==> config.mk <==
export PLATFORM = sky130hd
export DESIGN_NAME = uart_sdram_cmd_seq
export DESIGN_NICKNAME = d
export VERILOG_FILES = /design/src/rtl/uart_sdram_cmd_seq.sv
export SDC_FILE = /design/constraint.sdc
export NUM_CORES = 1
export LEC_CHECK = 0
export BUFFER_PORTS_ARGS = -buffer_cell sky130_fd_sc_hd__buf_2
export CORE_MARGIN = 2
export CORE_UTILIZATION = 49
export CTS_CLUSTER_DIAMETER = 60
export DETAILED_ROUTE_END_ITERATION = 16
export GPL_ROUTABILITY_DRIVEN = 0
export PLACE_DENSITY_LB_ADDON = 0.08
export SLEW_MARGIN = 0
export SYNTH_ARGS = -nofsm -noshare
export SYNTH_HDL_FRONTEND = slang
export SYNTH_SLANG_ARGS = --single-unit
==> constraint.sdc <==
create_clock -name CLK -period 1.8 [get_ports CLK]
set_input_delay 0.18 -clock CLK [delete_from_list [all_inputs] [get_ports CLK]]
set_output_delay 0.18 -clock CLK [all_outputs]
set_load 0.05 [all_outputs]
==> src/rtl/uart_sdram_cmd_seq.sv <==
// UART command sequencer. Parses 'W'+addr+data16 / 'R'+addr byte frames,
// issues a single SDRAM access per frame and hands the result to the
// response formatter. Only one command is in flight; rx bytes are
// back-pressured while the sequencer is busy.
module uart_sdram_cmd_seq #(
  parameter int ADDR_W      = 24,
  parameter int TIMEOUT_CYC = 1_000_000
) (
  input  logic              CLK,
  input  logic              RST_N,
  input  logic [7:0]        rx_data,
  input  logic              rx_stb,
  output logic              rx_ack,
  output logic [ADDR_W-1:0] sd_addr,
  output logic [15:0]       sd_wdata,
  output logic              sd_wr_req,
  output logic              sd_rd_req,
  input  logic              sd_ack,
  input  logic [15:0]       sd_rdata,
  input  logic              sd_rvalid,
  output logic [15:0]       rsp_data,
  output logic              rsp_stb_rd,
  output logic              rsp_stb_wt,
  input  logic              rsp_ack,
  output logic              busy
);

  localparam int ADDR_BYTES = (ADDR_W + 7) / 8;
  localparam int BC_W       = $clog2(ADDR_BYTES + 1);
  localparam int TO_W       = $clog2(TIMEOUT_CYC + 1);

  typedef enum logic [2:0] {IDLE, ADDR, DATA, SD_REQ, SD_WAIT, RSP} state_t;

  state_t          state;
  logic            op_wr;
  logic [BC_W-1:0] byte_cnt;
  logic [TO_W-1:0] to_cnt;
  logic            timeout;
  logic            last_addr;

  // Bytes are only taken while assembling a frame; everything else stalls rx.
  assign rx_ack    = rx_stb & ((state == IDLE) | (state == ADDR) | (state == DATA));
  assign busy      = (state != IDLE);
  assign timeout   = (to_cnt == TO_W'(TIMEOUT_CYC - 1));
  assign last_addr = (byte_cnt == BC_W'(ADDR_BYTES - 1));

  // Frame parser, SDRAM handshake and response handshake in one FSM.
  always_ff @(posedge CLK or negedge RST_N) begin
    if (!RST_N) begin
      state      <= IDLE;
      op_wr      <= 1'b0;
      byte_cnt   <= '0;
      to_cnt     <= '0;
      sd_addr    <= '0;
      sd_wdata   <= '0;
      sd_wr_req  <= 1'b0;
      sd_rd_req  <= 1'b0;
      rsp_data   <= '0;
      rsp_stb_rd <= 1'b0;
      rsp_stb_wt <= 1'b0;
    end else begin
      unique case (state)
        IDLE: begin
          if (rx_ack && (rx_data == 8'h57 || rx_data == 8'h52)) begin
            op_wr    <= (rx_data == 8'h57);
            byte_cnt <= '0;
            to_cnt   <= '0;
            state    <= ADDR;
          end
        end
        ADDR: begin
          if (rx_ack) begin
            // Shift MSB-first; whole-byte overflow above ADDR_W falls off the top.
            sd_addr  <= ADDR_W'({sd_addr, rx_data});
            to_cnt   <= '0;
            byte_cnt <= byte_cnt + BC_W'(1);
            if (last_addr) begin
              byte_cnt <= '0;
              state    <= op_wr ? DATA : SD_REQ;
            end
          end else if (timeout) begin
            state <= IDLE;
          end else begin
            to_cnt <= to_cnt + TO_W'(1);
          end
        end
        DATA: begin
          if (rx_ack) begin
            to_cnt <= '0;
            if (byte_cnt == '0) begin
              sd_wdata[15:8] <= rx_data;
              byte_cnt       <= BC_W'(1);
            end else begin
              sd_wdata[7:0] <= rx_data;
              state         <= SD_REQ;
            end
          end else if (timeout) begin
            state <= IDLE;
          end else begin
            to_cnt <= to_cnt + TO_W'(1);
          end
        end
        SD_REQ: begin
          // First cycle raises the request; sd_ack only counts once it is up.
          if (!sd_wr_req && !sd_rd_req) begin
            sd_wr_req <= op_wr;
            sd_rd_req <= !op_wr;
          end else if (sd_ack) begin
            sd_wr_req <= 1'b0;
            sd_rd_req <= 1'b0;
            if (op_wr) begin
              rsp_data   <= 16'h0000;
              rsp_stb_wt <= 1'b1;
              state      <= RSP;
            end else if (sd_rvalid) begin
              rsp_data   <= sd_rdata;
              rsp_stb_rd <= 1'b1;
              state      <= RSP;
            end else begin
              state <= SD_WAIT;
            end
          end
        end
        SD_WAIT: begin
          if (sd_rvalid) begin
            rsp_data   <= sd_rdata;
            rsp_stb_rd <= 1'b1;
            state      <= RSP;
          end
        end
        RSP: begin
          if (rsp_ack) begin
            rsp_stb_rd <= 1'b0;
            rsp_stb_wt <= 1'b0;
            state      <= IDLE;
          end
        end
        default: state <= IDLE;
      endcase
    end
  end

endmodule

== Word level (Yosys, flattened, before mapping) ==
Index checks and enable logic that the tools add are counted.

* Bits in registers: 86
* Output and inout port bits: 62

* Bitwise gates (word level): 4
* Mux-type cells: 42
* Reduce and logical (&&, ||, !) cells: 27
* Add/subtract/negate cells: 2
* Eq/ne operators: 22

{| class="wikitable"
|+ Operators by type and width
! operator !! count
|-
| 2-to-1 mux 16 bit || 4
|-
| 2-to-1 mux 20 bit || 3
|-
| one-hot mux 20 bit (2 select lines) || 1
|-
| one-hot mux 16 bit (2 select lines) || 1
|-
| 2-to-1 mux 3 bit || 10
|-
| adder 20 x 1 -> 20 bit, second input constant || 1
|-
| == test 20 bit, second input constant || 1
|-
| one-hot mux 3 bit (6 select lines) || 1
|-
| == test 8 x 7 -> 1 bit, second input constant || 2
|-
| inequality test 2 bit, second input constant || 8
|-
| AND reduction 5 bit || 3
|-
| 2-to-1 mux 1 bit || 14
|-
| AND reduction 3 bit || 4
|-
| 2-to-1 mux 2 bit || 5
|-
| inequality test 3 bit, second input constant || 3
|-
| nonzero test 3 bit || 3
|-
| nonzero test 2 bit || 4
|-
| AND reduction 7 bit || 1
|-
| == test 3 x 2 -> 1 bit, second input constant || 2
|-
| == test 3 bit, second input constant || 2
|-
| one-hot mux 2 bit (3 select lines) || 1
|-
| AND reduction 2 bit || 3
|-
| inequality test 2 x 1 -> 1 bit, second input constant || 2
|-
| == test 3 x 1 -> 1 bit, second input constant || 1
|-
| 13 further kinds || 17
|}

== Longest topological paths before layout ==
* Word-level depth: 7
* Mapped depth: 9
* Depth with buffers taken out: 6

== Worst setup path after synthesis ==
Ideal clock, no wire load.

* Kind: reg-to-reg
* Start point: reg sd_rd_req
* End point: reg rsp_data[10]
* Slack: -0.073 ns
* Library setup time: 0.132 ns
* Path buffers: 2
* Cell stages (with the launch flop): 8
* Clock period less this slack: 1.873 ns
* Data required time: 1.668 ns
* Arrival: 1.741 ns
* Cells stage by stage: dfrtp_1 > o21ai_0 > nand2b_1 > a21bo_1 > buf_2 > buf_4 > mux2i_1 > nor2_1

* Word-level cells in the longest chain between the ends: 4

{| class="wikitable"
|+ RTL lines
! what !! RTL line !! source
|-
| start: declaration || 17 || <nowiki>output logic sd_rd_req,</nowiki>
|-
| start signal: assignment || 107 || <nowiki>sd_rd_req <= !op_wr;</nowiki>
|-
| zero test 1 bit || 105 || <nowiki>if (!sd_wr_req && !sd_rd_req) begin</nowiki>
|-
| logical AND 1 bit || 105 ||
|-
| inequality test 2 bit (no line) || n/a ||
|-
| AND reduction 3 bit (no line) || n/a ||
|-
| end signal: assignment || 116 || <nowiki>rsp_data <= sd_rdata;</nowiki>
|-
| end signal: assignment || 126 || <nowiki>rsp_data <= sd_rdata;</nowiki>
|-
| end: declaration || 21 || <nowiki>output logic [15:0] rsp_data,</nowiki>
|}

Every way passes these cells.
A chain may end at the register's enable or synchronous reset.

== Worst setup path in the final report ==
* Start point: reg state[2]
* End point: reg to_cnt[16]

* Word-level cells in the longest chain between the ends: 7
* Elaborated cells on any way between the ends: 14

{| class="wikitable"
|+ RTL lines
! what !! RTL line !! source
|-
| start: declaration || 34 || <nowiki>state_t state;</nowiki>
|-
| start signal: assignment || 79 || <nowiki>state <= op_wr ? DATA : SD_REQ;</nowiki>
|-
| == test 3 x 1 -> 1 bit or zero test 3 bit (tied branches) || 42, 62 ||
|-
| OR 1 bit (2 in a row) || 42 || <nowiki>assign rx_ack = rx_stb & ((state == IDLE) | (state == ADDR) | (state == DATA));</nowiki>
|-
| AND 1 bit || 42 ||
|-
| logical AND 1 bit || 64 || <nowiki>if (rx_ack && (rx_data == 8'h57 || rx_data == 8'h52)) begin</nowiki>
|-
| inequality test 2 x 1 -> 1 bit (no line) || n/a ||
|-
| AND reduction 3 bit (no line) || n/a ||
|-
| end signal: assignment || 84 || <nowiki>to_cnt <= to_cnt + TO_W'(1);</nowiki>
|-
| end signal: assignment || 100 || <nowiki>to_cnt <= to_cnt + TO_W'(1);</nowiki>
|-
| end: declaration || 37 || <nowiki>logic [TO_W-1:0] to_cnt;</nowiki>
|}

Parallel ways exist; a longest one is shown, timed or not.

==> out/qor.csv <==
stage,metric,value,unit
drt,DRT Pass-1 Iters,4,
run,MaxCap Viol Count,0,
power,PD cells,1960,nW/um2
clock_network,Clock Pin Slew Worst Setup and Hold Paths,0.10,ns
global_routing,largest net degree at the start of global routing,41,
synthesis,count of state elements after synthesis,86,
placed_design,post-placement cell count,588,
floorplan,Die Area,8990,um2
clock_network,Max Root-Sink Buffers,2,
worst_setup_path,endpoint class of the critical path,flop,
placed_design,Final HPWL DP,6950,um
floorplan,Die H,94.8,um
synthesis,"Seq/Total Area, Yosys",0.533,
placed_design,dpl ws,-0.0520,ns
sta,Max Freq,0.554,GHz
power,maximum VDD drop,0.00139,V
power,Leakage Power,0.00259,uW
worst_setup_path,FF-to-FF Start,state[2],
sta,Final Hold Fails,0,
drt,Vias,3407,
power,Sw Ratio,0.501,
worst_setup_path,Worst setup SP type,flop,
floorplan,initial core utilization,0.499,
worst_setup_path,crit path from,state[2],
power,Seq pwr share,0.302,
finish,# nets final,530,
global_routing,gr usage total,0.221,
power,clock network fraction of total power,0.125,
clock_network,CTS buffer count,9,
global_routing,first-pass GRT wire length,15500,um
sta,Pins Over Slew Limit,0,
worst_setup_path,critical-path maximum fanout,7,
synthesis,"Warnings, synthesis",0,
synthesis,Syn Nets,386,
synthesis,Main synth FF type,dfrtp_1,
sta,period utilization,1.00,
synthesis,Netlist cell types,49,
finish,Layout area overhead,32.6,%
outcome,status,finished with violations,
drt,Detail Route Antenna Nets,0,
clock_network,clock sinks,86,
clock_network,CTS tree,built,
drt,Vias/cell,5.59,
synthesis,ys async rst share,1.00,
drt,drt first-iter violations,133,
sta,"Min Clock Period, post-route",1.80,ns
worst_setup_path,critical path arrival,2.08,ns
placed_design,Port Buffers,91,
power,Pint,5230,uW
min_path,min-delay worst type,in2reg,
floorplan,io pins,92,
global_routing,vias in the first global route,3264,
finish,final non-filler cell total,609,
synthesis,"EDFF count, synth",0,
sta,Setup-failing EPs final,2,
drt,WL final,9820,um
floorplan,Placeable Area,8090,um2
global_routing,initial antenna violation count,0,
worst_setup_path,Setup CP Type,reg2reg,
sta,hold slack final,0.0333,ns
sta,RSZ-0062 raised after global routing,yes,
worst_setup_path,Critical Path RT,2.08,ns
drt,DRC viols,0,
synthesis,Avg Inst Size Synth,11.4,um2
clock_network,Clock Latency Late Sink,0.35,ns
global_routing,Overflow after GRT,0,
power,Comb pwr share,0.572,
power,sw power,5250,uW
floorplan,Rows,33,
drt,Avg WL per Cell,16.1,um
clock_network,root buf cell,clkbuf_8,
synthesis,Post-Synthesis Cells,355,
sta,setup slack after layout,-0.00457,ns
outcome,violated checks,negative setup slack,
finish,ANT cells,0,
clock_network,H-tree depth,3,
sta,worst relative slew slack,0.667,
floorplan,die width,94.8,um
sta,clk_skew,0.0144,ns
finish,share of cells above drive strength 1,0.476,
finish,post-layout util,0.662,
synthesis,Post-Synthesis Cell Area,4040,um2
min_path,min-delay src,rsp_ack,
sta,actual slew at the worst max-slew pin,0.500,ns
==> per-stage QoR <==
stage / total power [uW] / TNS, ns / instance area, um2
after floorplan: 7390 / 0 / 4040
after global placement: 8860 / -0.0129 / 4970
after detailed placement: 9000 / -0.246 / 4970
after CTS: 10400 / 0 / 5220
after global routing: 11100 / -0.402 / 5360
final: 10500 / -0.00506 / 5360
==> cells in the final DEF, fill, tap and decap left out, types with 4 or more instances in the layout <==
cell | synthesis | layout
a31oi_1 | 10 | 10
nand3_1 | 11 | 9
o21ai_1 | 0 | 4
nand4_1 | 8 | 8
nand2_1 | 18 | 16
buf_6 | 3 | 4
a21oi_1 | 17 | 15
buf_2 | 6 | 89
nand2b_1 | 6 | 6
nor2_1 | 34 | 32
o21ai_0 | 19 | 15
dfrtp_2 | 0 | 4
dfrtp_1 | 86 | 82
mux2i_1 | 18 | 18
o31ai_1 | 13 | 11
buf_4 | 3 | 52
mux2_2 | 42 | 42
clkbuf_8 | 0 | 11
==> cells in the mapped netlist (all sizes together) (5+ instances only) <==
library cell / number / area share
or4: 5 / 0.0093
nand3: 11 / 0.014
mux2i: 18 / 0.045
or3: 5 / 0.0077
clkbuf: 5 / 0.0046
nand4: 8 / 0.012
nor3: 5 / 0.0074
o21ai: 19 / 0.024
mux2: 42 / 0.12
buf: 12 / 0.021
nor2: 34 / 0.032
o31ai: 13 / 0.024
dfrtp: 86 / 0.53
a21oi: 17 / 0.021
a31oi: 10 / 0.015
nand2: 18 / 0.017
nand2b: 7 / 0.013
==> cell families after synthesis <==
family,count (synthesis),synth area share
and+or+nand+nor,110,0.144
AOI/OAI and AO/OA,77,0.128
adders and majority gates,1,0.00310
DFF,86,0.533
xor gates and xnor gates,1,0.00217
muxes,60,0.162
buffers and inverters,20,0.0288
==> power by group through the flow <==
stage / Clock [uW] / Sequential (uW) / Combinational, uW
detailed placement: 0 / 3190 / 5810
global route: 1440 / 3280 / 6350
CTS: 1340 / 3160 / 5900
floorplan: 0 / 5450 / 1940
global placement: 0 / 3140 / 5720
finish: 1310 / 3170 / 6000
==> cell type report <==
type | count | area (um2)
multi-input combinational | 250 | 1910
clock inverter | 5 | 41.3
inverter | 3 | 11.3
clock buffer | 11 | 151
sequential | 86 | 2160
tap | 105 | 131
fill | 661 | 2740
timing repair buffer | 149 | 951
==> worst paths after layout <==
kind	to	slack [ns]	depth (start not counted)
max	to_cnt[16]	-0.005	5
min reg2reg	sd_wr_req	0.50	1
min	rsp_stb_rd	0.03	2
min in group asynchronous	to_cnt[15]	0.32	2
max reg2reg	to_cnt[16]	-0.005	5
max in group asynchronous	sd_addr[12]	0.89	3
==> metal layers <==
layer	vias up	GRT usage	part of all wire
met3	8	0.0463	0.052
met4	0	0.0640	0.0076
met2	99	0.374	0.52
met5	-	0	0
li1	1611	-	-
met1	1689	0.288	0.42
==> worst max-delay path: stages, from the launching register on <==
cell      delay [ns]
dfrtp_1         0.41
nand2b_4        0.17
a221oi_4        0.32
a21boi_4        0.16
or4_4           0.55
a21oi_2         0.13
==> state kept, by name (all words and copies together), names as in the netlist, 2 cells and up <==
register	cells
to_cnt	20
sd_wdata	16
byte_cnt	2
sd_addr	24
state	3
rsp_data	16
==> timing repair <==
item	in CTS	in global routing
pin swaps	0	18
cloned	0	1
resized for setup	8	28
endpoints found under the setup margin	7	30
endpoints found under the hold margin	36	0
setup buffers	1	2
hold buffers	1	0
(Power assumes the default switching activity.)
